**src/rtl/f32_mult_arbiter.sv**
```systemverilog
// Round-robin front end sharing one f32_mult between N_REQ requesters.
// One operation in flight: accept, pulse start, wait for done, hand the result back.
module f32_mult_arbiter #(
   parameter int N_REQ = 4,
   parameter int ID_W  = $clog2(N_REQ)
) (
   input  logic                 clk,
   input  logic                 rst_n,
   input  logic [N_REQ-1:0]     req_valid,
   output logic [N_REQ-1:0]     req_ready,
   input  logic [N_REQ*32-1:0]  req_a,
   input  logic [N_REQ*32-1:0]  req_b,
   output logic [N_REQ-1:0]     rsp_valid,
   input  logic [N_REQ-1:0]     rsp_ready,
   output logic [31:0]          rsp_p,
   output logic [ID_W-1:0]      rsp_id,
   output logic                 rsp_overflow,
   output logic                 rsp_underflow,
   output logic                 mult_start,
   output logic [31:0]          mult_a,
   output logic [31:0]          mult_b,
   input  logic                 mult_done,
   input  logic [31:0]          mult_p,
   input  logic                 mult_overflow,
   input  logic                 mult_underflow,
   output logic                 busy
);

   typedef enum logic [1:0] {IDLE, ISSUE, WAIT, RESP} state_t;

   state_t          state;
   logic [ID_W-1:0] ptr;
   logic [ID_W-1:0] win;
   logic [ID_W-1:0] idx;
   logic            any_valid;

   // First valid requester at or after ptr, wrapping modulo N_REQ.
   always_comb begin
      any_valid = 1'b0;
      win       = '0;
      idx       = '0;
      for (int k = 0; k < N_REQ; k++) begin
         idx = ID_W'((int'(ptr) + k) % N_REQ);
         if (!any_valid && req_valid[idx]) begin
            any_valid = 1'b1;
            win       = idx;
         end
      end
   end

   // Held low through reset so no requester sees an accept while rst_n is asserted.
   assign req_ready  = (rst_n && state == IDLE && any_valid) ? (N_REQ'(1) << win) : '0;
   assign rsp_valid  = (state == RESP) ? (N_REQ'(1) << rsp_id) : '0;
   assign mult_start = (state == ISSUE);
   assign busy       = (state != IDLE);

   // NOTE: all state below uses non-blocking assignment so every register
   // samples pre-edge values and the update order inside the block is irrelevant.
   always_ff @(posedge clk or negedge rst_n) begin
      if (!rst_n) begin
         state         <= IDLE;
         ptr           <= '0;
         mult_a        <= '0;
         mult_b        <= '0;
         rsp_p         <= '0;
         rsp_id        <= '0;
         rsp_overflow  <= 1'b0;
         rsp_underflow <= 1'b0;
      end else begin
         case (state)
            IDLE: begin
               if (any_valid) begin
                  mult_a        <= req_a[32*win +: 32];
                  mult_b        <= req_b[32*win +: 32];
                  rsp_id        <= win;
                  rsp_overflow  <= 1'b0;
                  rsp_underflow <= 1'b0;
                  state         <= ISSUE;
               end
            end
            ISSUE: state <= WAIT;
            WAIT: begin
               // Flags arrive a cycle ahead of done, so accumulate rather than sample.
               rsp_overflow  <= rsp_overflow  | mult_overflow;
               rsp_underflow <= rsp_underflow | mult_underflow;
               if (mult_done) begin
                  rsp_p <= mult_p;
                  state <= RESP;
               end
            end
            RESP: begin
               if (rsp_ready[rsp_id]) begin
                  ptr   <= (rsp_id == ID_W'(N_REQ - 1)) ? '0 : rsp_id + 1'b1;
                  state <= IDLE;
               end
            end
            default: state <= IDLE;
         endcase
      end
   end

endmodule

```
**config.mk**
```make
export PLATFORM = sky130hd
export DESIGN_NAME = f32_mult_arbiter
export DESIGN_NICKNAME = d
export VERILOG_FILES = /design/src/rtl/f32_mult_arbiter.sv
export SDC_FILE = /design/constraint.sdc
export NUM_CORES = 1
export LEC_CHECK = 0
export ABC_AREA = 1
export ABC_CLOCK_PERIOD_IN_PS = 3300
export BUFFER_PORTS_ARGS = -buffer_cell sky130_fd_sc_hd__buf_2
export CORE_AREA = 2 2 158 160
export CTS_CLUSTER_DIAMETER = 120
export DETAILED_ROUTE_END_ITERATION = 7
export DIE_AREA = 0 0 160 162
export GPL_ROUTABILITY_DRIVEN = 1
export MAX_ROUTING_LAYER = met4
export PLACE_DENSITY = 0.55
export SLEW_MARGIN = 20
export SYNTH_ARGS = -nofsm -noshare
export SYNTH_HDL_FRONTEND = slang
export SYNTH_SLANG_ARGS = --single-unit
export TNS_END_PERCENT = 30
```
**constraint.sdc**
```tcl
create_clock -name clk -period 3.3 [get_ports clk]
set_input_delay 0.165 -clock clk [delete_from_list [all_inputs] [get_ports clk]]
set_output_delay 0.165 -clock clk [all_outputs]
set_load 0.005 [all_outputs]
```
==> results of run 1 <==
## sequential cells by signal (all words and copies together) (netlist names)
name           count
rsp_underflow      1
state              2
mult_a            32
rsp_overflow       1
mult_b            32
rsp_p             32
rsp_id             2
ptr                2
## kinds of logic (layout without fill, tap and decap cells)
kind of cell,after synthesis,after routing,share of synthesized area (%)
compound gates,14,14,1.116
fa+ha+maj,8,8,1.373
buf+inv,114,466,8.309
flops,104,104,35.71
mux,32,32,4.944
other cells,0,1,0
simple gates,845,845,48.55
## routing by layer
| layer | up-vias | routed length [um] | share of wire, % |
|---|---|---|---|
| met2 | 319 | 13750 | 50 |
| met3 | 33 | 2013 | 7.2 |
| met5 | - | 0 | 0 |
| met1 | 3882 | 11480 | 41 |
| met4 | 0 | 523 | 1.9 |
| li1 | 4279 | - | - |
## placed cells by master (no fill, tap or decap), drive strengths merged
master and instances:
nand3 7, nand4 129, a21oi 4, buf 423, ha 8, inv 28, o21ai 8, dlygate4sd3 1
dfrtp 104, clkinv 4, mux2 32, nor2 7, nor3 4, clkbuf 10, nand2 698, o211ai 1
a32o 1, diode 1
## layout make-up
| cell class | count | share of cell area, % |
|---|---|---|
| Multi-Input combinational cell | 899 | 42.12 |
| Sequential cell | 104 | 26.66 |
| Timing Repair Buffer | 424 | 23.04 |
| Tap cell | 324 | 4.152 |
| Clock buffer | 10 | 2.448 |
| Inverter | 26 | 1.025 |
| Clock inverter | 6 | 0.5254 |
| Antenna cell | 1 | 0.02563 |
## worst max-delay path, stage by stage, from the launching register on
cell                      delay [ns]
sky130_fd_sc_hd__dfrtp_1        0.59
sky130_fd_sc_hd__inv_4          0.12
sky130_fd_sc_hd__nand2_1        0.10
sky130_fd_sc_hd__nand2_2        0.08
sky130_fd_sc_hd__nand2_1        0.06
sky130_fd_sc_hd__nand2_1        0.08
sky130_fd_sc_hd__nor2_4         0.13
sky130_fd_sc_hd__nand2_1        0.06
sky130_fd_sc_hd__nor2_1         0.08
sky130_fd_sc_hd__nand2_1        0.06
sky130_fd_sc_hd__nand2_2        0.07
sky130_fd_sc_hd__buf_4          0.60
sky130_fd_sc_hd__nor3_1         0.13
sky130_fd_sc_hd__buf_2          0.17
## path summary, 6_finish.rpt
| check | depth (start not counted) | from | slack [ns] | to |
|---|---|---|---|---|
| hold / removal | 2 | mult_p[17] | 0.03 | rsp_p[17]$_DFFE_PN0P_ |
| setup reg to reg | 15 | ptr[0]$_DFFE_PN0P_ | 0.57 | mult_a[11]$_DFFE_PN0P_ |
| setup / recovery | 13 | ptr[0]$_DFFE_PN0P_ | 0.44 | req_ready[1] |
| max in group asynchronous | 3 | rst_n | 2.13 | mult_a[10]$_DFFE_PN0P_ |
| hold reg to reg | 2 | mult_a[21]$_DFFE_PN0P_ | 0.48 | mult_a[21]$_DFFE_PN0P_ |
| min in group asynchronous | 2 | rst_n | 0.40 | rsp_p[16]$_DFFE_PN0P_ |
## stage by stage
stage / hold WS (ns) / area (um2) / utilization, %
6_report: 0.03446 / 9763 / 40.50
5_1_grt: 0.01500 / 9763 / 40.50
4_1_cts: 0.01690 / 9761 / 40.49
3_5_place_dp: 0.2551 / 9460 / 39.25
3_3_place_gp: 0.2489 / 9460 / 39.25
2_1_floorplan: -0.1306 / 7288 / -
## power by group
group / internal, mW / switching (mW)
clock: 0.544 / 0.517
sequential: 1.90 / 0.361
combinational: 2.85 / 5.43
total: 5.30 / 6.30
==> impl_metrics.tcl, run 1 <==
set metrics [dict create \
    coreArea_um2 24110 \
    p_total_mw 11.60 \
    yosys-top-cells-area "sky130_fd_sc_hd__nand2_1, sky130_fd_sc_hd__dfrtp_1, sky130_fd_sc_hd__nand4_1, sky130_fd_sc_hd__mux2_2, sky130_fd_sc_hd__buf_2" \
    antenna_found_initial 1 \
    critical_path.endpoint_type "output pin" \
    route.detailed.drc 0 \
    first_pass_iters 5 \
    post_route_setup_tns_ns 0 \
    nNetsFinal 1773 \
    ys_seq_elements 104 \
    timing.critical_path.required_ns 3.13 \
    ys_async_sr_fraction_pct 100.0 \
    vias_in_the_first_global_route 7979 \
    yosys-top-cells-count "sky130_fd_sc_hd__nand2_1, sky130_fd_sc_hd__nand4_1, sky130_fd_sc_hd__dfrtp_1" \
    initial_utilization_pct 30.23 \
    ctsHtreeMaxLevel 3 \
    finClkSkew_ns 0.01309 \
    syn-cell-area_um2 7288 \
    clock_latency_of_the_later_clocked_register_in_the_worst_skew_pair_ns 0.35 \
    setup_viol_count_final 0 \
    syn-mean-instance-area_um2 6.525 \
    synth-edff-count 0 \
    die_h_um 162 \
    cts_setup_buffers 0 \
    max_freq_mhz 349.1 \
    gr-usage-all-layers_pct 21.04 \
    max_cap_violations 0 \
    min-delay-path-class "primary input to flop" \
    synth_top_area_share_pct 35.79 \
    post-route-min-period_ns 2.864 \
    die_area_um2 25920 \
    row_count 57 \
    fill_cell_instance_count_of_the_final_layout 2649 \
    clock_tree.root_cell "sky130_fd_sc_hd__clkbuf_16" \
    grt_remaining_overflow 0 \
    synth-main-ff-cell "sky130_fd_sc_hd__dfrtp_1" \
    hold_buffers 1 \
    detailed_place_hpwl_mm 20.37 \
    power.leakage_nw 5.929 \
    power.ir.vdd_worst_v 0.0007890 \
    crit_arrival_ns 2.70 \
    place_congestion 0.8172 \
    yosysWarningCount 0 \
    critical_path.startpoint_type "flop" \
    cts_tree "yes" \
    drt-vias-per-instance 4.745 \
    unrepaired_setup_endpoints_after_global_routing "false" \
    total_power_per_unit_cell_area_nw_per_um2 1188 \
    dp_cells 1776 \
    netlist_instances 1117 \
    layout-drive-gt1-share_pct 33.08 \
    floorplan.die.width_um 160 \
    area_delta_synth_final_pct 33.96 \
    num_io_pins 411 \
    slew_limit_headroom_pct 48.04 \
    clock_buffers_created_by_tritoncts 9 \
    antenna_violating_nets_post_route 0 \
    ctsLongestPathBuffers 2 \
    sequential_cell_area_um2 2603 \
    post_synthesis_cell_type_count 24 \
    clk_pin_slew_ns 0.08 \
    run_status "finished clean" \
    detailedPlace.worstSlack_ns 0.5458 \
    postSynthNetCount 1426 \
    synth_top_area_cell "sky130_fd_sc_hd__nand2_1" \
    count_of_cells_resized_by_post_cts_repair 0 \
    final.period_utilization_pct 86.79 \
    route.detailed.wl_per_inst_um 15.48 \
    finalHoldViolCount 0 \
    drt_wl_total_mm 27.77 \
    timing_worst_setup_path_type "flop to output pin" \
    met2_usage_pct 36.36 \
    cts.sink_count 104 \
    finalNonFillerCells 1794 \
    drv_slew 0 \
    place.port_buffers 410 \
    most_numerous_cell_in_the_yosys_netlist "sky130_fd_sc_hd__nand2_1" \
    detailroute.via_count 8513 \
    multi_input_area_um2 4113 \
    synth.yosys.seq_area_share_pct 35.71 \
    routing_usage_on_met1_pct 24.40 \
    drc_marker_count_from_the_first_detailed_route_iteration 381 \
    worstPathMaxFanout 67 \
    grt_most_used_layer "met2" \
    maximum_number_of_pins_on_one_net_before_global_route_repair 129 \
    worst_slew_pin_slew_ns 0.7794 \
    grt_first_pass_wirelength_mm 42.25 \
    grt.met3_usage_pct 5.286 \
    worst_slack_ns 0.4358 \
]
(Power assumes the default switching activity.)
==> run 2: changes to the inputs <==
Settings changed: ABC_CLOCK_PERIOD_IN_PS 3300 to 3150, CORE_AREA 2 2 158 160 to 2 2 160 162, DIE_AREA 0 0 160 162 to 0 0 162 164, PLACE_DENSITY 0.55 to 0.54.
Clock period 3.3 ns to 3.15 ns, I/O delays scaled along.
==> impl_metrics.tcl, run 2 (synthesis gave the netlist of run 1 again) <==
set metrics [dict create \
    timing_worst_setup_path_type "flop to output pin" \
    clk_pin_slew_ns 0.08 \
    first_pass_iters 5 \
    cts_setup_buffers 0 \
    slew_limit_headroom_pct 47.81 \
    cts_tree "yes" \
    drt_wl_total_mm 27.41 \
    placedInstanceArea_um2 9453 \
    clock_latency_of_the_later_clocked_register_in_the_worst_skew_pair_ns 0.35 \
    power.leakage_nw 5.923 \
    most-common-layout-cells "sky130_fd_sc_hd__nand2_1, sky130_fd_sc_hd__buf_2, sky130_fd_sc_hd__nand4_1, sky130_fd_sc_hd__dfrtp_1, sky130_fd_sc_hd__mux2_2" \
    row_count 58 \
    drv_slew 0 \
    place.port_buffers 410 \
    rr_startpoint "ptr[0]$_DFFE_PN0P_" \
    cts.sink_count 104 \
    min-delay-path-class "primary input to flop" \
    layout_top_registers "mult_a (32), mult_b (32), rsp_p (32)" \
    gr-usage-all-layers_pct 20.41 \
    cpMostUsedCell "sky130_fd_sc_hd__nand2_1" \
    run_status "finished clean" \
    fin_util_pct 39.35 \
    worstRegToRegCells 15 \
    post_route_setup_tns_ns 0 \
    nNetsFinal 1776 \
    max_cap_violations 0 \
    critical_path.endpoint_type "output pin" \
    area_delta_synth_final_pct 33.99 \
    finClkSkew_ns 0.008516 \
    ctsLongestPathBuffers 2 \
    clock_tree.root_cell "sky130_fd_sc_hd__clkbuf_16" \
    floorplan.die.width_um 162 \
    worst_hold_path.num_cells 2 \
    maximum_number_of_pins_on_one_net_before_global_route_repair 129 \
    total_power_per_unit_cell_area_nw_per_um2 1241 \
    critical_path.slowest_cell "sky130_fd_sc_hd__dfrtp_1" \
    crit_arrival_ns 2.67 \
    hold_path_end "rsp_p[28]$_DFFE_PN0P_" \
    place_congestion 0.8456 \
    post-route-min-period_ns 2.828 \
    grt_remaining_overflow 0 \
    rrSetupSlack_ns 0.53 \
    layout.cells.most_common "sky130_fd_sc_hd__nand2_1" \
    clock_buffers_created_by_tritoncts 9 \
    antenna_found_initial 3 \
    critical_path.startpoint_type "flop" \
    worst_slew_pin_slew_ns 0.7829 \
    initial_utilization_pct 29.37 \
    slowest_delay_ns 0.58 \
    worstPathMaxFanout 33 \
    ctsHtreeMaxLevel 3 \
    finalHoldViolCount 0 \
    final_design_area_no_fill_um2 9766 \
    power.ir.vdd_worst_v 0.0008914 \
    hold_path.startpoint "mult_p[28]" \
    max_freq_mhz 353.7 \
    route.detailed.wl_per_inst_um 15.19 \
    drt-vias-per-instance 4.683 \
    die_area_um2 26570 \
    coreArea_um2 24820 \
    setup_viol_count_final 0 \
    dp_cells 1785 \
    final.period_utilization_pct 89.77 \
    antenna_violating_nets_post_route 0 \
    detailed_place_hpwl_mm 19.90 \
    finalNonFillerCells 1805 \
    timing.critical_path.required_ns 2.99 \
    grt_first_pass_wirelength_mm 41.44 \
    r2r-end "mult_b[15]$_DFFE_PN0P_" \
    route.detailed.drc 0 \
    unrepaired_setup_endpoints_after_global_routing "false" \
    drc_marker_count_from_the_first_detailed_route_iteration 492 \
    cp_cell_sequence "inv_4 > nand2_1 > nand2_1 > nand2_1 > nand2_1 > nand2_1 > nand2_1 > nand2_4 > nand3_4 > buf_12 > nor3_1 > buf_2" \
    vias_in_the_first_global_route 7710 \
    num_io_pins 411 \
    layout-drive-gt1-share_pct 33.29 \
    die_h_um 164 \
    detailroute.via_count 8452 \
]
==> run 2: critical path: cells and delay by family (launching register included) <==
kind	cells	cell delay (ns)
simple gates	9	1.12
flops	1	0.58
buf+inv	3	0.59
==> run 2: report_power, final <==
group	leakage [nW]	switching [mW]	internal (mW)	total [mW]
clock network	0.140	0.555	0.554	1.11
registers	1.28	0.365	1.99	2.36
logic	4.50	5.66	3.00	8.65
total	5.92	6.57	5.55	12.1
==> run 2: metal layers <==
metal	share of wire (%)	GRT usage, %	wire length, um	vias up
li1	-	-	-	4290
met1	42	24.29	11490	3791
met2	49	35.36	13430	342
met3	7.2	3.914	1976	29
met4	1.9	5.672	509	0
met5	0	-	0	-
==> run 2: cell type report <==
| type | instances | area [um2] |
|---|---|---|
| flip-flops and latches | 104 | 2603 |
| well taps | 330 | 412.9 |
| inverters | 26 | 100.1 |
| clock buffers | 9 | 225.2 |
| repair buffers | 427 | 2238 |
| fillers | 2766 | 15050 |
| diodes | 3 | 7.507 |
| clock inverters | 7 | 61.31 |
| multi-input cells | 899 | 4118 |
==> run 2: how the worst max path moves through the flow <==
stage          slack, ns                      to               start  cells after the start
6_report            0.32            req_ready[1]  ptr[0]$_DFFE_PN0P_                     12
5_1_grt            0.004            req_ready[1]  ptr[0]$_DFFE_PN0P_                     12
4_1_cts             0.17            req_ready[3]  ptr[0]$_DFFE_PN0P_                     11
3_5_place_dp        0.56  mult_b[15]$_DFFE_PN0P_  ptr[0]$_DFFE_PN0P_                     15
3_3_place_gp        0.55            req_ready[3]  ptr[0]$_DFFE_PN0P_                     11
2_1_floorplan       1.30            req_ready[2]  ptr[0]$_DFFE_PN0P_                     14
==> run 2: stage by stage <==
step,setup WS (ns),hold WS [ns],power [mW]
6_report,0.3224,0.03308,12.12
5_1_grt,0.004453,0.01002,13.61
4_1_cts,0.1728,0.01340,12.32
3_5_place_dp,0.5598,0.06647,11.15
3_3_place_gp,0.5463,0.06411,11.13
2_1_floorplan,1.301,-0.1381,8.885
==> run 2: timing repair <==
action | in CTS | in global routing
hold buffers | 1 | 0
resized for setup | 0 | 2
setup endpoints to repair | 0 | 2
endpoints found under the hold margin | 18 | 0
==> run 3: changes to the inputs <==
==> constraint.sdc (replaced) <==
create_clock -name clk -period 3.15 [get_ports clk]
set_input_delay 0.1575 -clock clk [delete_from_list [all_inputs] [get_ports clk]]
set_output_delay 0.1575 -clock clk [all_outputs]
set_load 0.01 [all_outputs]
==> impl_metrics.tcl, run 3 (synthesis gave the netlist of run 1 again) <==
set metrics [dict create \
    p_switching_mw 6.882 \
    antenna_found_initial 4 \
    grt.met3_usage_pct 5.253 \
    most-common-layout-cells "sky130_fd_sc_hd__nand2_1, sky130_fd_sc_hd__buf_2, sky130_fd_sc_hd__nand4_1, sky130_fd_sc_hd__dfrtp_1, sky130_fd_sc_hd__mux2_2" \
    first_pass_iters 7 \
    drc_marker_count_from_the_first_detailed_route_iteration 355 \
    finalHoldViolCount 0 \
    internal_power_component_mw 5.689 \
    coreArea_um2 24820 \
    power.share.clock_pct 10.2 \
    clock_tree.root_cell "sky130_fd_sc_hd__clkbuf_16" \
    grt_remaining_overflow 0 \
    place_congestion 0.8436 \
    run_status "finished clean" \
    layout_top_registers "mult_a (32), mult_b (32), rsp_p (32)" \
    timing_worst_setup_path_type "flop to output pin" \
    finClkSkew_ns 0.01424 \
    drt_wl_total_mm 27.89 \
    clock_latency_of_the_later_clocked_register_in_the_worst_skew_pair_ns 0.35 \
    antenna_violating_nets_post_route 0 \
    final.period_utilization_pct 86.98 \
    detailed_place_hpwl_mm 20.14 \
    grt_first_pass_wirelength_mm 41.71 \
    total_power_per_unit_cell_area_nw_per_um2 1282 \
    timing.critical_path.required_ns 2.99 \
    unrepaired_setup_endpoints_after_global_routing "false" \
    maximum_number_of_pins_on_one_net_before_global_route_repair 85 \
    num_io_pins 411 \
    die_h_um 164 \
    detailroute.via_count 8406 \
    max_cap_violations 0 \
    cts_tree "yes" \
    gr-usage-all-layers_pct 20.49 \
    layout.cells.most_common "sky130_fd_sc_hd__nand2_1" \
    place.port_buffers 410 \
    routing_usage_on_met1_pct 23.94 \
    cts_setup_buffers 0 \
    post_route_setup_tns_ns 0 \
    nNetsFinal 1776 \
    power.ir.vdd_worst_v 0.0008362 \
    power.leakage_nw 5.942 \
    layout-drive-gt1-share_pct 33.22 \
    drv_slew 0 \
    initial_utilization_pct 29.37 \
    min-delay-path-class "primary input to flop" \
    ctsHtreeMaxLevel 3 \
    slew_limit_headroom_pct 37.78 \
    critical_path.endpoint_type "output pin" \
    post-route-min-period_ns 2.740 \
    critical_path.startpoint_type "flop" \
    met2_usage_pct 35.22 \
    floorplan.die.width_um 162 \
    route.detailed.drc 0 \
    crit_arrival_ns 2.58 \
    row_count 58 \
    clock_buffers_created_by_tritoncts 9 \
    ctsLongestPathBuffers 2 \
    vias_in_the_first_global_route 7865 \
    drt-vias-per-instance 4.652 \
    fin_util_pct 39.50 \
    area_delta_synth_final_pct 34.51 \
    clk_pin_slew_ns 0.08 \
    switching_share_of_power_pct 54.75 \
    cts.sink_count 104 \
    setup_viol_count_final 0 \
    grt_most_used_layer "met2" \
    share_seq_of_total_power_pct 18.8 \
    power_frac_comb_pct 71.1 \
    die_area_um2 26570 \
    max_freq_mhz 365.0 \
    worstPathMaxFanout 32 \
    worst_slew_pin_slew_ns 0.9333 \
    hold_ws_ns 0.03872 \
    route.detailed.wl_per_inst_um 15.44 \
]
==> run 3: timing repair <==
action                                 in CTS  in global routing
hold buffers                                1                  0
setup endpoints to repair                   0                  2
endpoints found under the hold margin      37                  0
resized for setup                           0                  1
==> run 3: routing by layer <==
layer  part of all wire (%)  up-vias
met2                     49      311
met4                    1.7        0
met1                     42     3772
met5                      0        -
met3                    7.7       31
li1                       -     4292
==> run 3: path summary, 6_finish.rpt <==
check	slack (ns)	start	cells past startpoint	end
min reg2reg	0.48	mult_a[0]$_DFFE_PN0P_	2	mult_a[0]$_DFFE_PN0P_
max	0.41	ptr[0]$_DFFE_PN0P_	12	req_ready[3]
min in group asynchronous	0.31	rst_n	2	rsp_p[18]$_DFFE_PN0P_
max reg2reg	0.42	ptr[0]$_DFFE_PN0P_	15	mult_a[18]$_DFFE_PN0P_
max in group asynchronous	1.51	rst_n	3	mult_a[9]$_DFFE_PN0P_
min	0.04	mult_p[13]	2	rsp_p[13]$_DFFE_PN0P_
==> run 3: power groups by stage <==
| stage | combinational (mW) | clock (mW) | sequential, mW |
|---|---|---|---|
| floorplan | 6.51 | 0 | 2.62 |
| global placement | 9.02 | 0 | 2.37 |
| detailed placement | 9.05 | 0 | 2.38 |
| CTS | 9.08 | 1.33 | 2.37 |
| global route | 10.2 | 1.39 | 2.45 |
| finish | 8.93 | 1.28 | 2.36 |
==> run 3: cell type report <==
| cell class | count | area, um2 |
|---|---|---|
| diodes | 5 | 12.51 |
| clock buffers | 10 | 239.0 |
| clock inverters | 6 | 97.59 |
| fillers | 2762 | 15020 |
| inverters | 26 | 100.1 |
| multi-input cells | 899 | 4113 |
| flip-flops and latches | 104 | 2603 |
| well taps | 330 | 412.9 |
| repair buffers | 427 | 2226 |
==> run 3: per-stage QoR <==
step	cell area, um2	power (mW)	cells	worst slack [ns]
floorplan	7288	9.129	1117	1.201
global placement	9440	11.39	1785	0.5003
global route	9801	14.00	1806	0.09743
detailed placement	9440	11.43	1785	0.4228
CTS	9787	12.78	1802	0.2081
finish	9803	12.57	1807	0.4101
==> run 3: worst max-delay path: stages (launching register included) <==
cell and delay (ns):
sky130_fd_sc_hd__dfrtp_1 0.52, sky130_fd_sc_hd__inv_4 0.18, sky130_fd_sc_hd__nand2_1 0.09, sky130_fd_sc_hd__nand3_1 0.11, sky130_fd_sc_hd__nand2_2 0.09, sky130_fd_sc_hd__inv_2 0.09, sky130_fd_sc_hd__nand2_1 0.05, sky130_fd_sc_hd__o21ai_0 0.15
sky130_fd_sc_hd__inv_1 0.07, sky130_fd_sc_hd__nand2_2 0.08, sky130_fd_sc_hd__inv_2 0.25, sky130_fd_sc_hd__nor3_1 0.34, sky130_fd_sc_hd__buf_2 0.21
